===== config.mk =====
export PLATFORM = sky130hd
export DESIGN_NAME = parser_input_arbiter
export DESIGN_NICKNAME = d
export VERILOG_FILES = /design/src/rtl/parser_input_arbiter.sv
export SDC_FILE = /design/constraint.sdc
export NUM_CORES = 1
export LEC_CHECK = 0
export ABC_AREA = 1
export BUFFER_PORTS_ARGS = -buffer_cell sky130_fd_sc_hd__buf_4
export CAP_MARGIN = 20
export CORE_MARGIN = 8
export CORE_UTILIZATION = 50
export DETAILED_ROUTE_END_ITERATION = 16
export PLACE_DENSITY = 0.67
export SETUP_SLACK_MARGIN = 0.5
export SYNTH_ARGS = -nofsm -noshare
export SYNTH_HDL_FRONTEND = slang
export SYNTH_SLANG_ARGS = --single-unit

===== constraint.sdc =====
create_clock -name clk -period 3.2 [get_ports clk]
set_input_delay 0.64 -clock clk [delete_from_list [all_inputs] [get_ports clk]]
set_output_delay 0.64 -clock clk [all_outputs]
set_load 0.005 [all_outputs]

===== src/rtl/parser_input_arbiter.sv =====
`timescale 1ns/1ps
// Shares the escape-sequence parser's byte input between host receive (source 0) and a local
// generator (source 1): per-source FIFOs, round-robin grant, ESC-sequence lock and issue pacing.
module parser_input_arbiter #(
    parameter int FIFO_DEPTH   = 4,
    parameter int ISSUE_GAP    = 2,
    parameter int LOCK_TIMEOUT = 1024
) (
    input  logic       clk,
    input  logic       rst_n,
    input  logic [7:0] rx_data,
    input  logic       rx_valid,
    output logic       rx_ready,
    input  logic [7:0] loc_data,
    input  logic       loc_valid,
    output logic       loc_ready,
    output logic [7:0] data,
    output logic       dataReady,
    output logic       lock_active,
    output logic       lock_owner,
    output logic       lock_timeout
);
    localparam int CNT_W = $clog2(FIFO_DEPTH + 1);
    localparam int PTR_W = $clog2(FIFO_DEPTH);
    localparam int GAP_W = $clog2(ISSUE_GAP + 1);
    localparam int TO_W  = $clog2(LOCK_TIMEOUT + 1);

    typedef enum logic [1:0] {S_OPEN, S_ESC1, S_CSI, S_SCS} lock_state_t;

    logic [7:0]       r_mem    [2][FIFO_DEPTH];
    logic [PTR_W-1:0] r_wr_ptr [2];
    logic [PTR_W-1:0] r_rd_ptr [2];
    logic [CNT_W-1:0] r_cnt    [2];
    logic [GAP_W-1:0] r_gap;
    logic [TO_W-1:0]  r_to_cnt;
    lock_state_t      r_state;
    lock_state_t      w_state_nxt;
    logic [7:0]       r_data;
    logic             r_data_ready;
    logic             r_owner;
    logic             r_lock_timeout;

    logic [7:0]       w_din [2];
    logic [1:0]       w_full;
    logic [1:0]       w_empty;
    logic [1:0]       w_push;
    logic [1:0]       w_pop;
    logic             w_sel;
    logic             w_issue;
    logic             w_to_fire;
    logic [7:0]       w_head;

    assign w_din[0] = rx_data;
    assign w_din[1] = loc_data;

    assign w_full  = {r_cnt[1] == CNT_W'(FIFO_DEPTH), r_cnt[0] == CNT_W'(FIFO_DEPTH)};
    assign w_empty = {r_cnt[1] == '0, r_cnt[0] == '0};
    assign w_push  = {loc_valid & ~w_full[1], rx_valid & ~w_full[0]};

    // Locked: only the owner may issue. Open: a lone non-empty FIFO wins, a tie goes away from the last grant.
    always_comb begin
        w_sel = r_owner;
        if (r_state == S_OPEN) begin
            if (!w_empty[0] && w_empty[1])
                w_sel = 1'b0;
            else if (w_empty[0] && !w_empty[1])
                w_sel = 1'b1;
            else if (!w_empty[0] && !w_empty[1])
                w_sel = ~r_owner;
        end
    end

    assign w_issue   = (r_gap == '0) && !w_empty[w_sel];
    assign w_pop     = {w_issue & w_sel, w_issue & ~w_sel};
    assign w_head    = r_mem[w_sel][r_rd_ptr[w_sel]];
    assign w_to_fire = (r_state != S_OPEN) && w_empty[r_owner] &&
                       (r_to_cnt == TO_W'(LOCK_TIMEOUT - 1));

    always_comb begin
        w_state_nxt = r_state;
        if (w_to_fire) begin
            w_state_nxt = S_OPEN;
        end else if (w_issue) begin
            case (r_state)
                S_OPEN: if (w_head == 8'h1B) w_state_nxt = S_ESC1;
                S_ESC1: begin
                    if (w_head == 8'h5B)
                        w_state_nxt = S_CSI;
                    else if (w_head == 8'h28 || w_head == 8'h29)
                        w_state_nxt = S_SCS;
                    else if (w_head == 8'h1B)
                        w_state_nxt = S_ESC1;
                    else
                        w_state_nxt = S_OPEN;
                end
                S_CSI: begin
                    if (w_head == 8'h1B)
                        w_state_nxt = S_ESC1;
                    else if (w_head >= 8'h40 && w_head <= 8'h7E)
                        w_state_nxt = S_OPEN;
                end
                S_SCS: w_state_nxt = (w_head == 8'h1B) ? S_ESC1 : S_OPEN;
                default: w_state_nxt = S_OPEN;
            endcase
        end
    end

    always_ff @(posedge clk) begin
        for (int s = 0; s < 2; s++) begin
            if (w_push[s])
                r_mem[s][r_wr_ptr[s]] <= w_din[s];
        end
    end

    always_ff @(posedge clk or negedge rst_n) begin
        if (!rst_n) begin
            for (int s = 0; s < 2; s++) begin
                r_wr_ptr[s] <= '0;
                r_rd_ptr[s] <= '0;
                r_cnt[s]    <= '0;
            end
        end else begin
            for (int s = 0; s < 2; s++) begin
                if (w_push[s])
                    r_wr_ptr[s] <= r_wr_ptr[s] + PTR_W'(1);
                if (w_pop[s])
                    r_rd_ptr[s] <= r_rd_ptr[s] + PTR_W'(1);
                if (w_push[s] && !w_pop[s])
                    r_cnt[s] <= r_cnt[s] + CNT_W'(1);
                else if (!w_push[s] && w_pop[s])
                    r_cnt[s] <= r_cnt[s] - CNT_W'(1);
            end
        end
    end

    always_ff @(posedge clk or negedge rst_n) begin
        if (!rst_n) begin
            r_gap          <= '0;
            r_to_cnt       <= '0;
            r_state        <= S_OPEN;
            r_data         <= 8'h00;
            r_data_ready   <= 1'b0;
            r_owner        <= 1'b1;
            r_lock_timeout <= 1'b0;
        end else begin
            r_state        <= w_state_nxt;
            r_data_ready   <= w_issue;
            r_lock_timeout <= w_to_fire;
            if (w_issue) begin
                r_data  <= w_head;
                r_owner <= w_sel;
                r_gap   <= GAP_W'(ISSUE_GAP);
            end else if (r_gap != '0) begin
                r_gap <= r_gap - GAP_W'(1);
            end
            // The stall clock only runs while the owner has nothing queued.
            if (r_state == S_OPEN || w_issue || w_to_fire)
                r_to_cnt <= '0;
            else if (w_empty[r_owner])
                r_to_cnt <= r_to_cnt + TO_W'(1);
        end
    end

    assign rx_ready     = ~w_full[0];
    assign loc_ready    = ~w_full[1];
    assign data         = r_data;
    assign dataReady    = r_data_ready;
    assign lock_active  = (r_state != S_OPEN);
    assign lock_owner   = r_owner;
    assign lock_timeout = r_lock_timeout;

endmodule


---- Yosys cells after proc, flatten, opt, wreduce, memory -nomap -nowiden ----
Memories as Yosys holds them, arrays and structs flattened.
Index checks and enable logic that the tools add are counted.
cells by class
  multiplexer cells ....................... 39
  $lt $le $gt $ge ......................... 10
  $add $sub $neg .......................... 10
  reduce and logical (&&, ||, !) cells .... 35
  eq/ne operators ......................... 12
  bitwise gates (word level) .............. 12
operators with widths
  kind                                                                count
  2-to-1 mux 32 bit                                                   2
  demux 8 bit (select 2 bit)                                          2
  2-to-1 mux 8 bit                                                    4
  2-to-1 mux 2 bit                                                    12
  2-to-1 mux 11 bit                                                   2
  binary-select mux 8 bit (select 2 bit)                              1
  equality test 8 x 6 -> 1 bit (second input constant)                2
  nonzero test 2 bit                                                  7
  logical AND 1 bit                                                   13
  2-to-1 mux 3 bit                                                    4
  adder 11 x 1 -> 11 bit (second input constant)                      1
  equality test 11 x 10 -> 1 bit (second input constant)              1
  2-to-1 mux 1 bit                                                    11
  greater-or-equal comparator 3 bit (second input constant)           3
  inverter 2 -> 3 bit                                                 3
  adder 2 x 1 -> 2 bit (second input constant)                        4
  equality test 8 x 5 -> 1 bit (second input constant)                1
  equality test 8 x 7 -> 1 bit (second input constant)                1
  greater-or-equal comparator 8 x 7 -> 1 bit (second input constant)  1
  <= comparator 8 x 7 -> 1 bit (second input constant)                1
  case mux 2 bit (4 select lines)                                     1
  logical NOT 1 bit                                                   7
  adder 3 x 1 -> 3 bit (second input constant)                        2
  equality test 3 bit (second input constant)                         2
  other kinds (16)                                                    30
word-level totals
  memories kept ........................... 1
  output and inout port bits .............. 14
  bits in writable memories ............... 64
  flip-flop bits (word level) ............. 40
  logic and storage cells ................. 132
memory list
  name   words  bits a word  rd ports  clocked after Yosys merged registers in  wr ports  RTL line  RTL
  r_mem  2      32           1         0                                        2         30        logic [7:0] r_mem [2][FIFO_DEPTH];

---- Depth between registers and ports, before layout ----
  word-level depth ........................ 22
  gate-level depth with buffers ........... 21
  depth with buffers taken out ............ 21

---- Least setup slack after synthesis ----
No wires, ideal clock.
  path type ............................... register to register
  from .................................... register r_owner (netlist: lock_owner)
  to ...................................... register r_cnt[4] (netlist name)
  clock period less this slack ............ 2.455 ns
  data required time ...................... 3.075 ns
  slack ................................... 0.745 ns
  data arrival time ....................... 2.331 ns
  stages on the path, launching flop included .. 12
  cells stage by stage .................... dfstp_2 > inv_2 > o21ai_1 > inv_2 > nand3_1 > nand2_1 > nor2_1 > inv_1 > ha_1 > inv_1 > fa_1 > mux2_2
between the ends
  cells in the longest elaborated chain, start to end .. 13
RTL lines
  item                                                           RTL line  RTL
  start: declaration                                             40        logic r_owner;
  start signal: assignment                                       151       r_owner <= w_sel;
  inverter 1 bit                                                 69        w_sel = ~r_owner;
  2-to-1 mux 1 bit                                               68        else if (!w_empty[0] && !w_empty[1])
  2-to-1 mux 1 bit                                               66        else if (w_empty[0] && !w_empty[1])
  2-to-1 mux 1 bit                                               64        if (!w_empty[0] && w_empty[1])
  2-to-1 mux 1 bit *                                             63        if (r_state == S_OPEN) begin
  2-to-1 mux 1 bit (implied by the code) (2 in series)           73        assign w_issue = (r_gap == '0) && !w_empty[w_sel];
  logical NOT 1 bit                                              73
  logical AND 1 bit                                              73
  AND 1 bit *                                                    74        assign w_pop = {w_issue & w_sel, w_issue & ~w_sel};
  logical NOT 1 bit                                              128       if (w_push[s] && !w_pop[s])
  logical AND 1 bit                                              128
  2-to-1 mux 3 bit / nonzero test 2 bit (equally long branches)  --
  end signal: indexed assignment                                 129       r_cnt[s] <= r_cnt[s] + CNT_W'(1);
  end signal: indexed assignment                                 131       r_cnt[s] <= r_cnt[s] - CNT_W'(1);
  end: declaration                                               33        logic [CNT_W-1:0] r_cnt [2];
Every way passes the cells marked *; elsewhere a longest branch is shown, timed or not. The select of a mux whose other input is x is not followed.
A chain may end at the register's enable or synchronous reset.

---- Worst setup path in the final report ----
  from .................................... register r_owner (netlist: lock_owner)
  to ...................................... register r_cnt[2] (netlist name)
Same word-level chain as after synthesis.

==> impl_metrics.csv <==
group,metric,value,unit
status,status,"finished clean",
cts,hold_buffers,0,
drt,via_per_inst,5.16,
yosys,syn_avg_cell_area,9.69,um2
timing,timing.final.crit_share,0.791,
finish,drive_gt1_frac,0.180,
floorplanning,die-area,13500,um2
floorplanning,dieHeight,116,um
setup_path,crit_required,3450,ps
timing,rsz0062_at_grt,"false",
global_routing,grt_antenna_before_repair,0,
placement,placed_area,5350,um2
timing,finalSetupViolations,0,
finish,area_delta_synth_final,15.1,%
timing,holdWs,239,ps
timing,max_freq,0.395,GHz
yosys,synth_fp_nets,550,
finish,diodes,0,
setup_path,crit_arrival,2780,ps
floorplanning,fp-row-count,36,
drt,routed_wirelength,10.7,mm
power,clkPwrFrac,0.113,
cts,tritoncts,"yes",
timing,slew_violations,0,
drt,vias,3635,
timing,finalSetupTns,0,ps
placement,hpwl,7.66,mm
finish,final_common_cell,"nand2_1",
setup_path,path_class,"flip-flop to flip-flop",
timing,hold_viol,0,
finish,final_util,0.592,
power,pwr-share-seq,0.320,
drt,drcViolationCount,0,
cts,clockRootBuffer,"clkbuf_8",
finish,stdcell_area,5760,um2
timing,finClkSkew,12.1,ps
power,p_leak,2.52,nW
drt,ant_nets,0,
global_routing,grt_usage,0.169,
floorplanning,boundaryPins,34,
floorplanning,core,9730,um2
setup_path,critPathMaxFanout,5,
floorplanning,initial_core_util,0.514,
global_routing,grt_pass1_vias,3638,
global_routing,grt_overflow,0,
power,p_int,3.39,mW
yosys,synth.distinct_cells,37,
hold_path,hp-class,"input port to asynchronous set/reset pin",
power,switchingPower,3.00,mW
timing,worst_pin_slew,853,ps
cts,worst_skew_pair.late_latency,370,ps
placement,numPortBuffers,33,
finish,final_cell_mix,"136 x nand2_1, 64 x edfxtp_1, 62 x nand3_1, 55 x inv_1, 48 x buf_4",
finish,nets,600,
yosys,async_reset_ff_frac,0.385,
power,netSwitchingFraction,0.470,
yosys,synth_seq_cells,104,
yosys,syn_area,5000,um2
power,pwr-share-comb,0.567,
drt,drt-pass1-iter-count,5,
placement,routabilityCongestion,0.911,
timing,min_period,2530,ps
global_routing,grt_max_degree,41,
global_routing,grt_pass1_wl,17.7,mm
cts,clk_pin_slew_worst_paths,90,ps
setup_path,startpoint_type,"flip-flop",
timing,relSlewSlack,0.429,
floorplanning,die_w,116,um
job,maxCapViolCount,0,
cts,htreeDepth,3,
power,irDropWorstVdd,0.475,mV
yosys,ys_seq_area_frac,0.585,
setup_path,end_kind,"flip-flop",
drt,detail_route.wl_per_cell,15.1,um
drt,drt_iter0_markers,346,
yosys,synth_warnings,0,
yosys,synthCells,516,
cts,cts_buffer_depth,2,
power,power_density,1110,nW/um2
yosys,ys.flop_type,"edfxtp_1",
cts,cts_sinks,104,
yosys,synth_edf_count,64,
finish,layout.cells.non_filler,704,
placement,dp.cells,673,
cts,cts_made_buffers,9,
==> cells by family after synthesis <==
family	synth area share
compound gates	0.0383
xor+xnor	0.0210
fa+ha+maj	0.0380
buf+inv	0.0623
flops	0.585
mux	0.00450
simple gates	0.251
==> through the flow <==
step	total power [mW]	setup WS [ps]
after global placement	5.14	468
after global routing	6.99	478
after CTS	5.98	526
final	6.40	669
after floorplan	4.47	745
after detailed placement	5.21	445
==> final timing paths <==
path | from | to | slack (ps) | cells after the start
setup / recovery | lock_owner | r_cnt[2] | 670 | 14
hold / removal | rst_n | r_to_cnt[0] | 240 | 1
setup reg to reg | lock_owner | r_cnt[2] | 670 | 14
hold reg to reg | r_to_cnt[10] | lock_timeout | 490 | 1
max in group asynchronous | rst_n | r_state[1] | 2580 | 1
min in group clk | rx_data[1] | r_mem[0][25] | 470 | 1
==> cell type report <==
class,instances,area [um2]
sequential,104,2930
tap,133,166
clock inverter,6,42.5
timing repair buffer,49,380
clock buffer,10,128
fill,874,3970
multi-input combinational,343,1890
inverter,59,221
==> critical path, stage by stage (launching register included) <==
cell,delay [ps]
dfstp_2,630
inv_2,130
nand2_1,110
o21ai_2,80
inv_2,70
nand3_1,90
nand2_2,120
inv_1,60
nand2_1,140
ha_1,160
inv_1,60
fa_1,370
a21oi_1,140
o21ai_0,110
xor2_1,150
==> flip-flops by register name, indices dropped and copies added (netlist names) <==
| register | count |
|---|---|
| dataReady | 1 |
| r_mem | 64 |
| r_state | 2 |
| data | 8 |
| lock_timeout | 1 |
| r_to_cnt | 11 |
| r_cnt | 6 |
| r_rd_ptr | 4 |
| r_wr_ptr | 4 |
| r_gap | 2 |
| lock_owner | 1 |
==> power by group through the flow <==
stage / clock (mW) / sequential (mW) / combinational, mW
2_1_floorplan: 0 / 2.00 / 2.47
3_3_place_gp: 0 / 2.05 / 3.09
3_5_place_dp: 0 / 2.06 / 3.15
4_1_cts: 0.745 / 2.04 / 3.20
5_1_grt: 0.793 / 2.08 / 4.11
6_report: 0.724 / 2.04 / 3.63
==> repair_timing <==
| item | 4_1_cts | 5_1_grt |
|---|---|---|
| buffers inserted | 1 | 12 |
| resized for setup | 3 | 20 |
| setup endpoints to repair | 4 | 8 |
| gates cloned | 0 | 2 |
| hold endpoints to repair | 0 | 0 |
| pin swaps | 0 | 6 |
==> cells in the mapped netlist, types with 2 or more instances <==
library cell    n  share of area
a21oi_1         8         0.0080
a31oi_1         3         0.0038
buf_2           3         0.0030
buf_4           3         0.0045
buf_6           4         0.0090
clkbuf_1        2         0.0015
dfrtp_1        39           0.20
edfxtp_1       64           0.38
fa_1            2         0.0080
ha_1           12          0.030
inv_1          55          0.041
inv_2           4         0.0030
mux2_2          2         0.0045
nand2_1       141           0.11
nand2_2         3         0.0038
nand2_4         6          0.014
nand3_1        66          0.066
nand3b_1        2         0.0030
nand4_1         2         0.0025
nor2_1         43          0.032
nor3_1          6         0.0060
nor3b_1         2         0.0030
o21ai_0        15          0.015
o21ai_1         5         0.0050
o21ai_2         2         0.0035
xnor2_1         2         0.0035
xor2_1         10          0.018
==> metal layers <==
| metal | global-route usage | part of all wire | vias up |
|---|---|---|---|
| li1 | - | - | 1792 |
| met1 | 0.222 | 0.46 | 1715 |
| met5 | 0 | 0 | - |
| met2 | 0.266 | 0.46 | 106 |
| met3 | 0.0354 | 0.052 | 22 |
| met4 | 0.0709 | 0.023 | 0 |
(Power assumes the default switching activity.)
